===== src/rtl/coin_detect.sv =====
// coin_detect: sync, debounce and qualify coin-slot sensors into one-cycle coin codes.
// Define COINDET_STATS_EN to add saturating accepted/rejected counters.
module coin_detect #(
  parameter int DEBOUNCE = 4,
  parameter int CNT_W    = 8
) (
  input  logic       clock,
  input  logic       reset,
  input  logic [2:0] sense,
  input  logic       hold,
  output logic [1:0] coin,
  output logic       coin_valid,
  output logic       reject
`ifdef COINDET_STATS_EN
  ,
  output logic [7:0] accepted_cnt,
  output logic [7:0] rejected_cnt
`endif
);
  typedef enum logic [2:0] {IDLE, QUAL, EMIT, REJ, RELEASE} state_t;
  localparam logic [CNT_W-1:0] LAST = CNT_W'(DEBOUNCE - 1);
  state_t           state, state_n;
  logic [2:0]       s1, s2, pat, pat_n;
  logic [CNT_W-1:0] cnt, cnt_n;
  logic [1:0]       coin_n;
  logic             valid_n, rej_n, one_hot;
  always_ff @(posedge clock or negedge reset)
    if (!reset) begin
      s1         <= 3'b000;
      s2         <= 3'b000;
      state      <= IDLE;
      cnt        <= '0;
      pat        <= 3'b000;
      coin       <= 2'b11;
      coin_valid <= 1'b0;
      reject     <= 1'b0;
    end else begin
      s1         <= sense;
      s2         <= s1;
      state      <= state_n;
      cnt        <= cnt_n;
      pat        <= pat_n;
      coin       <= coin_n;
      coin_valid <= valid_n;
      reject     <= rej_n;
    end
  assign one_hot = (pat == 3'b001) || (pat == 3'b010) || (pat == 3'b100);
  always_comb begin
    state_n = state;
    cnt_n   = cnt;
    pat_n   = pat;
    coin_n  = 2'b11;
    valid_n = 1'b0;
    rej_n   = 1'b0;
    case (state)
      IDLE:
        if (s2 != 3'b000) begin
          pat_n   = s2;
          cnt_n   = '0;
          state_n = QUAL;
        end
      QUAL:
        if (s2 != pat) state_n = IDLE;
        else if (cnt == LAST) begin
          if (one_hot && !hold) begin
            state_n = EMIT;
            coin_n  = pat[2] ? 2'b10 : pat[1] ? 2'b01 : 2'b00;
            valid_n = 1'b1;
          end else begin
            state_n = REJ;
            rej_n   = 1'b1;
          end
        end else cnt_n = cnt + CNT_W'(1);
      EMIT, REJ: begin
        cnt_n   = '0;
        state_n = RELEASE;
      end
      RELEASE:
        if (s2 != 3'b000) cnt_n = '0;
        else if (cnt == LAST) state_n = IDLE;
        else cnt_n = cnt + CNT_W'(1);
      default: state_n = IDLE;
    endcase
  end
`ifdef COINDET_STATS_EN
  always_ff @(posedge clock or negedge reset)
    if (!reset) begin
      accepted_cnt <= 8'd0;
      rejected_cnt <= 8'd0;
    end else begin
      accepted_cnt <= (valid_n && accepted_cnt != 8'hff) ? accepted_cnt + 8'd1 : accepted_cnt;
      rejected_cnt <= (rej_n && rejected_cnt != 8'hff) ? rejected_cnt + 8'd1 : rejected_cnt;
    end
`endif
endmodule


===== config.mk =====
export PLATFORM = sky130hd
export DESIGN_NAME = coin_detect
export DESIGN_NICKNAME = d
export VERILOG_FILES = /design/src/rtl/coin_detect.sv
export SDC_FILE = /design/constraint.sdc
export NUM_CORES = 1
export LEC_CHECK = 0
export BUFFER_PORTS_ARGS = -buffer_cell sky130_fd_sc_hd__buf_2
export CORE_MARGIN = 1.5
export CORE_UTILIZATION = 50
export CTS_CLUSTER_SIZE = 12
export DETAILED_ROUTE_END_ITERATION = 8
export HOLD_SLACK_MARGIN = 0.15
export PLACE_DENSITY = 0.69
export SETUP_SLACK_MARGIN = 0.05
export SLEW_MARGIN = 15
export SYNTH_ARGS = -nofsm -noshare
export SYNTH_HDL_FRONTEND = slang
export SYNTH_SLANG_ARGS = --single-unit

===== constraint.sdc =====
create_clock -name clock -period 2.12 [get_ports clock]
set_input_delay 0.424 -clock clock [delete_from_list [all_inputs] [get_ports clock]]
set_output_delay 0.424 -clock clock [all_outputs]
set_load 0.01 [all_outputs]

==> After elaboration in Yosys (flattened, before gate mapping) <==
Index checks and enable logic that the tools add are counted.
Widths: inputs -> output; s select.
{ "totals": {"regBits": 24, "inputBits": 6, "out_inout_bits": 4, "word_cells": 60} }
{ "op_classes": {"add_sub_neg": 1, "n_eq_ne": 14, "mux": 26, "n_reduce_logical": 11} }
{ "op_table": {"columns": ["op", "count"], "rows": [
  ["$mux 8", 4],
  ["$pmux 8 s4", 1],
  ["$mux 3", 5],
  ["$pmux 3 s4", 1],
  ["$mux 1", 10],
  ["$mux 2", 5],
  ["$eq 3x2->1 const B", 3],
  ["$add 8x1->8 const B", 1],
  ["$eq 8x2->1 const B", 1],
  ["$ne 2x2->1 const B", 4],
  ["$eq 3x1->1 const B", 2],
  ["$eq 3x3->1 const B", 2],
  ["$reduce_and 4->1", 1],
  ["$reduce_bool 4->1", 1],
  ["$logic_not 3->1", 1],
  ["$ne 3x3->1", 1],
  ["$ne 3x3->1 const B", 1],
  ["$reduce_and 3->1", 1],
  ["$reduce_bool 3->1", 1],
  ["$logic_or 1x1->1", 2],
  ["$reduce_and 2->1", 1],
  ["$reduce_or 2->1", 1],
  ["$logic_and 1x1->1", 1],
  ["$logic_not 1->1", 1]
]} }

==> Longest topological paths before layout <==
{ "logic_depth": {"ltp_word": 8, "depth_mapped": 5, "depth_no_buf": 5} }

==> Worst setup path after synthesis <==
OpenSTA, ideal clock, no wires.
{ "synth_path": {"kind": "register to register", "from": "register pat[2]", "to": "register cnt[0]", "setup_ns": 0.079, "arrival_time_ns": 1.582, "required_ns": 2.041, "slack_ns": 0.458, "stages_incl_launch_ff": 6, "path_buffers": 1, "synth_period_minus_slack_ns": 1.662, "cell_sequence": "dfrtp_1 xor2_1 or4_1 buf_6 a21boi_4 mux2i_1"} }
{ "synth_between": {"elab_chain_len": 3} }
{ "synth_lines": {"columns": ["element", "line_no", "source"], "rows": [
  ["start, declared", "23", "logic [2:0] s1, s2, pat, pat_n;"],
  ["start signal, assigned", "42", "pat <= pat_n;"],
  ["$ne 3x3->1", "63", "if (s2 != pat) state_n = IDLE;"],
  ["$ne 2x2->1 (no line)", null, null],
  ["$reduce_and 3->1 (no line)", null, null],
  ["end signal, assigned", "41", "cnt <= cnt_n;"],
  ["end, declared", "24", "logic [CNT_W-1:0] cnt, cnt_n;"]
]} }
No other way between the ends.
A chain may end at the register's enable or synchronous reset.

==> Worst setup path after layout <==
Ends and elaborated chain as after synthesis.

==> reports/results.txt <==
Run status: completed
Critical path required time: 2.38 ns
Register-to-Register Setup Slack: 0.23 ns
Netlist Area Pre-Place: 1170 um2
Placement-stage cell area: 1240 um2
FF-to-FF End: cnt[0]
First-pass DRT Iterations: 4
Clock-pin slew of the registers on the worst-case setup and hold paths: 0.13 ns
Crit path buffers/inverters: 0
TritonCTS clock tree: done
Start point of the critical path: pat[2]
DP Wirelength: 1.40 mm
Number of clock sinks: 24
Core outline area: 2210 um2
GR Overflow Total: 0
Count of warnings emitted by yosys: 0
DR WL/cell: 13.4 um
Number of setup violations in the final report: 0
Post-synth ARST share: 1.00
R2R depth: 4
Maximum net fanout on the critical path: 9
Cell type group with the largest total delay on the critical path: simple AND/OR/NAND/NOR gates
Worst hold path class: in2reg
Net count after synthesis: 112
Crit path largest cell delay: 0.75 ns
IO Port Bufs: 9
Dominant cell type by area after synthesis: dfrtp_1
Leak: 0.543 nW
Worst-case setup slack after placement: 0.236 ns
Number of global-route vias before repair: 771
Number of enable flip-flop cells after synthesis: 0
Portion of the post-synthesis area used by sequential elements: 0.514
Cts bufs inserted: 3
Layout filler cell count: 198
Pin count of the biggest net entering global routing: 25
Most frequently used flop master after synthesis: dfrtp_1
Max-cap violations: 0
Minimum hold slack: 0.196 ns
Number of antenna repair diodes: 0
Initial Util: 0.531
Peak supply drop: 0.660 mV
Per-cell via count in the routed design: 5.88
Area fraction of the dominant cell type after synthesis: 0.469
Hold Vio Cnt, Final: 0
CTS max path bufs: 2
Aggregate negative setup slack: 0 ns
Vias after detailed routing: 859
Library cell contributing the largest single delay on the critical path: or4_1
Violation count after the first detailed-route iteration: 10
Fraction of final layout cells sized beyond drive strength 1: 0.203
Worst setup EP type: flip-flop
Worst Setup EP: cnt[0]
Net count, final: 126
Width of the die: 51.5 um
Max Slew Vio Count: 0
I/O pin cnt: 10
Seq cells post-synth: 24
Aggregate global-route resource usage: 0.173
Global-route wire length before repair: 3.33 mm
R2R Path Start: pat[2]
Max frequency: 529 MHz
Final Worst Setup Slack: 0.229 ns
Data arrival at the endpoint of the critical path: 2.15 ns
Crit start category: flip-flop
Final worst clock skew: 0.00536 ns
Cell row count: 17
Clock root buffer master: clkbuf_4
Most common library cells after synthesis: dfrtp_1 (22), nand2_1 (9), inv_1 (8)
Placer congestion estimate: 0.800
Count of different cell masters after synthesis: 37
DIE AREA: 2650 um2
Syn avg cell area: 11.2 um2
Area contributors post-synth: dfrtp_1 (47%), dfstp_2 (4.5%), a32oi_1 (3.7%)
Critical path, cell by cell: xor2_1 > or4_1 > a21boi_4 > mux2i_1
Final clock period utilization by the worst path: 0.892
Actual transition at the worst max-transition pin: 0.515 ns
Unrepaired setup endpoints after global routing: false
Cell area power density: 1120 nW/um2
Antenna violations before repair: 0
Worst relative slew slack: 0.657
Insertion delay to the later sink of the worst-skew pair: 0.33 ns
Design area: 1310 um2
ANT nets after route: 0
Count of unresolved DRC violations after routing: 0
Path length in cells of the critical path: 4
Final Critical Period: 1.89 ns
Cells after Synth: 105
Most frequent cell after synthesis: dfrtp_1
Die Y-Extent: 51.5 um
Layout area overhead: 11.2%
Maximum level of the CTS H-tree: 1
Final Routed Wirelength: 1.95 mm
Start-to-end type of the worst setup path: reg2reg
[metal layers]
metal	vias to the layer above	wire [um]	part of all wire	track usage
met5	-	0	0	0
met4	0	53	0.027	0.105
met3	5	59	0.030	0.0351
met2	20	871	0.45	0.263
met1	417	968	0.50	0.226
li1	417	-	-	-
[state kept, by name (all words and copies together), names as in the netlist]
register and cells:
reject 1, coin 2, s1 3, s2 3
pat 3, cnt 8, state 3, coin_valid 1
[power by group]
part           switching, mW  internal, mW  total [mW]
Sequential            0.0930         0.531       0.624
Clock                  0.144         0.191       0.336
Combinational          0.283         0.217       0.500
Total                  0.521         0.939        1.46
[worst min-delay path by stage]
stage / slack (ns) / from / depth (start not counted) / to
floorplan: 0.13 / reset / 0 / cnt[0]
global placement: 0.33 / s1[1] / 0 / s2[1]
detailed placement: 0.34 / s1[0] / 0 / s2[0]
CTS: 0.18 / sense[1] / 1 / s1[1]
global route: 0.17 / sense[1] / 1 / s1[1]
finish: 0.20 / sense[0] / 1 / s1[0]
[worst reg2reg max path: stages (launching register included)]
cell	delay [ns]
dfrtp_1	0.47
xor2_1	0.18
or4_1	0.75
a21boi_4	0.24
mux2i_1	0.20
[final cells by class]
cell class,instances,area (um2),area share
clock buffers,3,22.5,0.0173
clock inverters,1,30.0,0.0230
inverters,8,30.0,0.0230
multi-input cells,72,529,0.406
flip-flops and latches,24,603,0.462
well taps,28,35.0,0.0268
repair buffers,10,55.1,0.0422
[placed cells by master, fill, tap and decap left out, drive strengths merged, types with 3 or more instances in the layout]
master,n
nor3,3
o21ai,3
nand2,9
nand3,5
nand2b,6
o211ai,3
buf,9
inv,8
a32oi,5
a21oi,3
a22o,3
o22ai,6
xor2,4
clkbuf,3
dfrtp,22
[kinds of logic (layout without fill, tap and decap cells)]
kind of cell,after synthesis,count (layout),synth area share
adders and majority gates,1,1,0.0107
buffers and inverters,9,22,0.0352
AOI/OAI and AO/OA,25,25,0.182
DFF,24,24,0.514
and+or+nand+nor,40,40,0.211
xor gates and xnor gates,4,4,0.0298
muxes,2,2,0.0171
[per-stage QoR]
step | cells | power [mW] | util
global placement | 141 | 1.12 | 0.562
detailed placement | 141 | 1.13 | 0.562
global route | 146 | 1.56 | 0.590
CTS | 146 | 1.47 | 0.590
floorplan | 105 | 1.04 | -
finish | 146 | 1.46 | 0.590
[what timing repair did]
action / CTS / global route
hold buffers: 1 / 0
endpoints found under the setup margin: 0 / 0
resized for setup: 0 / 0
hold endpoints to repair: 22 / 0
setup buffers: 0 / 0
Note: power is estimated with default switching activity, not from simulation.
